## config.mk

```make
export PLATFORM = sky130hd
export DESIGN_NAME = mem_burst_initiator
export DESIGN_NICKNAME = d
export VERILOG_FILES = /design/src/rtl/mem_burst_initiator.sv
export SDC_FILE = /design/constraint.sdc
export NUM_CORES = 1
export LEC_CHECK = 0
export BUFFER_PORTS_ARGS = -buffer_cell sky130_fd_sc_hd__buf_2
export CAP_MARGIN = 25
export CORE_MARGIN = 2
export CORE_UTILIZATION = 51
export DETAILED_ROUTE_END_ITERATION = 10
export PLACE_DENSITY = 0.86
export SYNTH_ARGS = -nofsm -noshare
export SYNTH_HDL_FRONTEND = slang
export SYNTH_SLANG_ARGS = --single-unit
```

## constraint.sdc

```tcl
create_clock -name clock -period 5.36 [get_ports clock]
set_input_delay 0.536 -clock clock [delete_from_list [all_inputs] [get_ports clock]]
set_output_delay 0.536 -clock clock [all_outputs]
set_load 0.03 [all_outputs]
```

## src/rtl/mem_burst_initiator.sv

```systemverilog
// mem_burst_initiator: sole master of the byte-addressed memory port, sequencing single/burst reads and writes.
// Optional busy-protocol checking is compiled in when MEM_BUSY_CHECK_EN is defined; otherwise err is tied low.
module mem_burst_initiator #(
    parameter int ADDR_W = 32,
    parameter int DATA_W = 32
) (
    input  logic              clock,
    input  logic              resetn,
    input  logic              req_valid,
    output logic              req_ready,
    input  logic [ADDR_W-1:0] req_addr,
    input  logic              req_rw,
    input  logic [1:0]        req_size,
    input  logic [DATA_W-1:0] wr_data,
    input  logic              wr_valid,
    output logic              wr_ready,
    output logic [DATA_W-1:0] rd_data,
    output logic              rd_valid,
    output logic              rd_last,
    output logic              done,
    output logic              err,
    output logic [ADDR_W-1:0] mem_address,
    output logic [DATA_W-1:0] mem_data_in,
    output logic [1:0]        mem_access_size,
    output logic              mem_rw,
    output logic              mem_enable,
    input  logic              mem_busy,
    input  logic [DATA_W-1:0] mem_data_out
);
    typedef enum logic [1:0] {IDLE, WRITE, READ, TAIL} state_t;

    state_t            state_q, state_d;
    logic [ADDR_W-1:0] addr_q, addr_d;
    logic [1:0]        size_q, size_d;
    logic [4:0]        beats_left_q, beats_left_d;
    logic [DATA_W-1:0] wdata_q, wdata_d;
    logic [DATA_W-1:0] rd_data_q, rd_data_d;
    logic              rd_valid_q, rd_valid_d;
    logic              rd_last_q, rd_last_d;
    logic              done_q, done_d;
    logic              rd_pend_q, rd_pend_d;
    logic              rd_pend_last_q, rd_pend_last_d;
    logic              err_q, err_d;
    logic              accept, beat, last_beat;

    assign accept    = req_valid && req_ready;
    assign beat      = mem_enable;
    assign last_beat = beat && (beats_left_q == 5'd1);

    always_ff @(posedge clock or negedge resetn) begin
        if (!resetn) begin
            state_q <= IDLE;
        end else begin
            state_q <= state_d;
        end
    end

    always_comb begin
        state_d = state_q;
        case (state_q)
            IDLE:    if (accept) state_d = req_rw ? READ : WRITE;
            WRITE:   if (last_beat) state_d = IDLE;
            READ:    if (last_beat) state_d = TAIL;
            TAIL:    state_d = IDLE;
            default: state_d = IDLE;
        endcase
    end

    // Read data is registered one cycle after the memory presents it, so a two-stage pending pipe tracks each beat.
    always_comb begin
        addr_d       = addr_q;
        size_d       = size_q;
        beats_left_d = beats_left_q;
        wdata_d      = wdata_q;
        if (accept) begin
            addr_d = req_addr & ~ADDR_W'(3);
            size_d = req_size;
            case (req_size)
                2'b00:   beats_left_d = 5'd1;
                2'b01:   beats_left_d = 5'd4;
                2'b10:   beats_left_d = 5'd8;
                default: beats_left_d = 5'd16;
            endcase
        end else if (beat) begin
            addr_d       = addr_q + ADDR_W'(4);
            beats_left_d = beats_left_q - 5'd1;
        end
        if (state_q == WRITE) wdata_d = wr_data;
        rd_pend_d      = (state_q == READ);
        rd_pend_last_d = (state_q == READ) && last_beat;
        rd_valid_d     = rd_pend_q;
        rd_last_d      = rd_pend_q && rd_pend_last_q;
        rd_data_d      = rd_pend_q ? mem_data_out : rd_data_q;
        done_d         = ((state_q == WRITE) && last_beat) || (rd_pend_q && rd_pend_last_q);
    end

`ifdef MEM_BUSY_CHECK_EN
    // Memory must report busy on every burst beat except the last one.
    always_comb begin
        err_d = err_q;
        if (beat && (size_q != 2'b00) && (last_beat ? mem_busy : !mem_busy)) err_d = 1'b1;
    end
`else
    logic unused_mem_busy;
    assign unused_mem_busy = mem_busy;
    assign err_d = 1'b0;
`endif

    always_ff @(posedge clock or negedge resetn) begin
        if (!resetn) begin
            addr_q         <= '0;
            size_q         <= '0;
            beats_left_q   <= '0;
            wdata_q        <= '0;
            rd_data_q      <= '0;
            rd_valid_q     <= 1'b0;
            rd_last_q      <= 1'b0;
            done_q         <= 1'b0;
            rd_pend_q      <= 1'b0;
            rd_pend_last_q <= 1'b0;
            err_q          <= 1'b0;
        end else begin
            addr_q         <= addr_d;
            size_q         <= size_d;
            beats_left_q   <= beats_left_d;
            wdata_q        <= wdata_d;
            rd_data_q      <= rd_data_d;
            rd_valid_q     <= rd_valid_d;
            rd_last_q      <= rd_last_d;
            done_q         <= done_d;
            rd_pend_q      <= rd_pend_d;
            rd_pend_last_q <= rd_pend_last_d;
            err_q          <= err_d;
        end
    end

    // req_ready is held off during the done cycle so a new request lands strictly after completion.
    always_comb begin
        req_ready   = (state_q == IDLE) && !done_q;
        wr_ready    = (state_q == WRITE);
        mem_enable  = 1'b0;
        mem_rw      = 1'b1;
        mem_data_in = wdata_q;
        case (state_q)
            WRITE: begin
                mem_enable  = wr_valid;
                mem_rw      = 1'b0;
                mem_data_in = wr_data;
            end
            READ:    mem_enable = 1'b1;
            default: ;
        endcase
    end

    assign mem_address     = addr_q;
    assign mem_access_size = size_q;
    assign rd_data         = rd_data_q;
    assign rd_valid        = rd_valid_q;
    assign rd_last         = rd_last_q;
    assign done            = done_q;
    assign err             = err_q;
endmodule

```

==> flow_metrics.tcl <==
set metrics [dict create \
    ctsHoldBuffers 0 \
    final_cell_area_um2 6050 \
    cp_cell_sequence "inv_1 -> ha_1 -> a21oi_1 -> nor2b_1 -> buf_2" \
    p_total_mw 4.38 \
    dr.max_layer_used "met5" \
    final_min_period_over_clock_period_pct 56.2 \
    ys_seq_area_share_pct 57.4 \
    critPathBufInv 2 \
    htree_num_levels 3 \
    track_usage_pct 20.7 \
    max_stage_delay_ps 800 \
    via_per_inst 5.20 \
    power_frac_seq_pct 33.9 \
    die_area_um2 10000 \
    yosysUniqueCellTypes 33 \
    synth_area_leader_cell "dfrtp_1" \
    io_pins 210 \
    drcViolationCount 0 \
    tightest_slew_ps 985 \
    met2WireLength_um 5340 \
    yosysWarnings 0 \
    crit_arrival_ps 2470 \
    p_int_mw 2.29 \
    cts_tree "done" \
    dieWidth_um 100 \
    postPlaceCellArea_um2 5850 \
    power.leakage_nw 2.89 \
    vias 3653 \
    syn_to_final_growth_pct 28.3 \
    finalMaxSlewViolations 0 \
    endpoint_kind "output pin" \
    cap_viol_max_count 0 \
    coreArea_um2 9110 \
    grt_pass1_wl_um 16600 \
    pwr-share-clk_pct 11.5 \
    fmax_ghz 0.332 \
    setup_tns_ps 0 \
    wirelength_um 10400 \
    grt_max_degree 61 \
    status "completed" \
    root_buffer "clkbuf_8" \
    crit_family "simple AND/OR/NAND/NOR gates" \
    combPwrFrac_pct 54.6 \
    wl_met1_um 4200 \
    crit_required_ps 4820 \
    switching_share_pct 47.6 \
    syn-cell-area_um2 4710 \
    wl_met3_um 652 \
    reg2reg_to "state_q[0]" \
    post-route-worst-setup-slack_ps 2350 \
    avgSynthCellArea_um2 12.2 \
    clk_latency_ps 360 \
    die-height_um 100 \
    relSlewSlack_pct 34.2 \
    r2r_start "state_q[0]" \
    path_clk_slew_ps 110 \
    num_rows 35 \
    yosysTopAreaCellShare_pct 57.4 \
    min_path_type "in -> async" \
    ant_nets 0 \
    nets 698 \
    reg2reg_depth 7 \
    hpwl_um 7750 \
    dpl_worst_slack_ps 2750 \
    cpMaxStageDelayCell "nor2b_1" \
    drtIter0Drc 145 \
    cts.sinks 108 \
    place_inst 686 \
    post_layout_nonfiller_instances 702 \
    port_buffers 203 \
    drive_above_1_share_pct 49.4 \
    first_pass_iters 4 \
    r2r_slack_ps 2870 \
    rsz0062_at_grt "false" \
    initial_core_util_pct 51.7 \
    hold_ws_ps 195 \
    powerDensity_nw_per_um2 724 \
    routabilityCongestion 0.866 \
    synth.area.top_cells "dfrtp_1 (57%), mux2_2 (15%), xor2_1 (4.3%)" \
    grt_pass1_vias 3654 \
    num_antenna_cells 0 \
    post_cts_buffers 0 \
    path_class "reg -> out" \
    grt_remaining_overflow 0 \
    power.switching_mw 2.08 \
    antenna_found_initial 1 \
    post-route-min-period_ps 3010 \
    vdd_ir_drop_max_mv 0.373 \
    crit_path_start_kind "flip-flop" \
    fin_util_pct 66.4 \
    ctsResizeCount 0 \
    skew_ps 12.0 \
    worstPathMaxFanout 13 \
    cts_buffers 9 \
    setup-violations-final 0 \
    cts_buffer_depth 2 \
    synth_cells 386 \
    synth-seq-cells 108 \
    drt-wirelength-per-cell_um 14.8 \
    hold_violations 0 \
]
==> layout by cell type (no fill, tap or decap), types with 2 or more instances in the layout <==
cell type  instances
buf_4              4
ha_1               8
inv_6              3
mux2i_1            4
xnor2_1            7
conb_1             3
nor2b_1            2
dfrtp_1          108
nand2_1           13
mux2_2            64
buf_2            202
nand4_1           13
xor2_1            23
a21oi_1           36
o31ai_1            2
nand3_1            8
nor2_1            35
nor3_1             3
clkbuf_8           9
and4_1             4
inv_1              7
or3_1              2
o21ai_0            5
and3_1             8
a31oi_1            3
==> worst max path at each step <==
stage | startpoint | cells past startpoint | slack [ps] | endpoint
floorplan | state_q[1] | 5 | 2910 | mem_data_in[10]
global placement | state_q[0] | 5 | 2830 | mem_enable
detailed placement | state_q[0] | 5 | 2750 | mem_enable
CTS | state_q[0] | 5 | 2360 | mem_enable
global route | state_q[0] | 5 | 2110 | mem_enable
finish | state_q[0] | 5 | 2350 | mem_enable
==> state kept, by name (all words and copies together), names as in the netlist <==
register / cells
rd_last: 1
done: 1
state_q: 2
wdata_q: 32
rd_valid: 1
mem_access_size: 2
rd_pend_q: 1
beats_left_q: 5
rd_pend_last_q: 1
rd_data: 32
mem_address: 30
==> synth_stat cells <==
library cell / n
inv_1: 7
buf_6: 1
nand2_1: 14
mux2_2: 64
a221oi_1: 1
conb_1: 1
ha_1: 8
nor4b_1: 1
o31ai_1: 2
buf_2: 2
o21ai_0: 5
or3_1: 2
a31o_2: 1
nand3_1: 8
buf_4: 3
and2_1: 1
or4_1: 1
nand4_1: 13
and3_1: 8
a31oi_1: 3
clkbuf_1: 15
nor2b_1: 2
nand3_4: 1
a21oi_1: 36
mux2i_1: 4
nor3_1: 3
dfrtp_1: 108
xor2_1: 23
nor2_1: 35
xnor2_1: 7
nor3_4: 1
and4_1: 4
and4_4: 1
==> power by group through the flow <==
| stage | Sequential, mW | Combinational [mW] | Clock (mW) |
|---|---|---|---|
| floorplan | 1.94 | 1.27 | 0 |
| global placement | 1.49 | 2.29 | 0 |
| detailed placement | 1.51 | 2.40 | 0 |
| CTS | 1.49 | 2.41 | 0.517 |
| global route | 1.54 | 2.56 | 0.550 |
| finish | 1.49 | 2.39 | 0.503 |
==> routing by layer <==
metal	vias to the layer above	global-route usage [%]
met5	-	0
li1	1739	-
met1	1739	24.4
met4	2	7.38
met2	149	37.3
met3	24	4.53
==> cell type report <==
| class | count | area (um^2) |
|---|---|---|
| Inverter | 7 | 26.3 |
| Clock inverter | 6 | 70.1 |
| Clock buffer | 10 | 128 |
| Sequential cell | 108 | 2700 |
| Multi-Input combinational cell | 252 | 1890 |
| Timing Repair Buffer | 208 | 1090 |
| Tap cell | 111 | 139 |
| Fill cell | 721 | 3060 |
==> kinds of logic after synthesis <==
family	synth area share (%)
xor+xnor	5.58
buf+inv	2.68
other cells	0.0796
flops	57.4
simple gates	10.6
compound gates	5.44
mux	16.1
fa+ha+maj	2.12
Power figures use the tool's default switching activity.
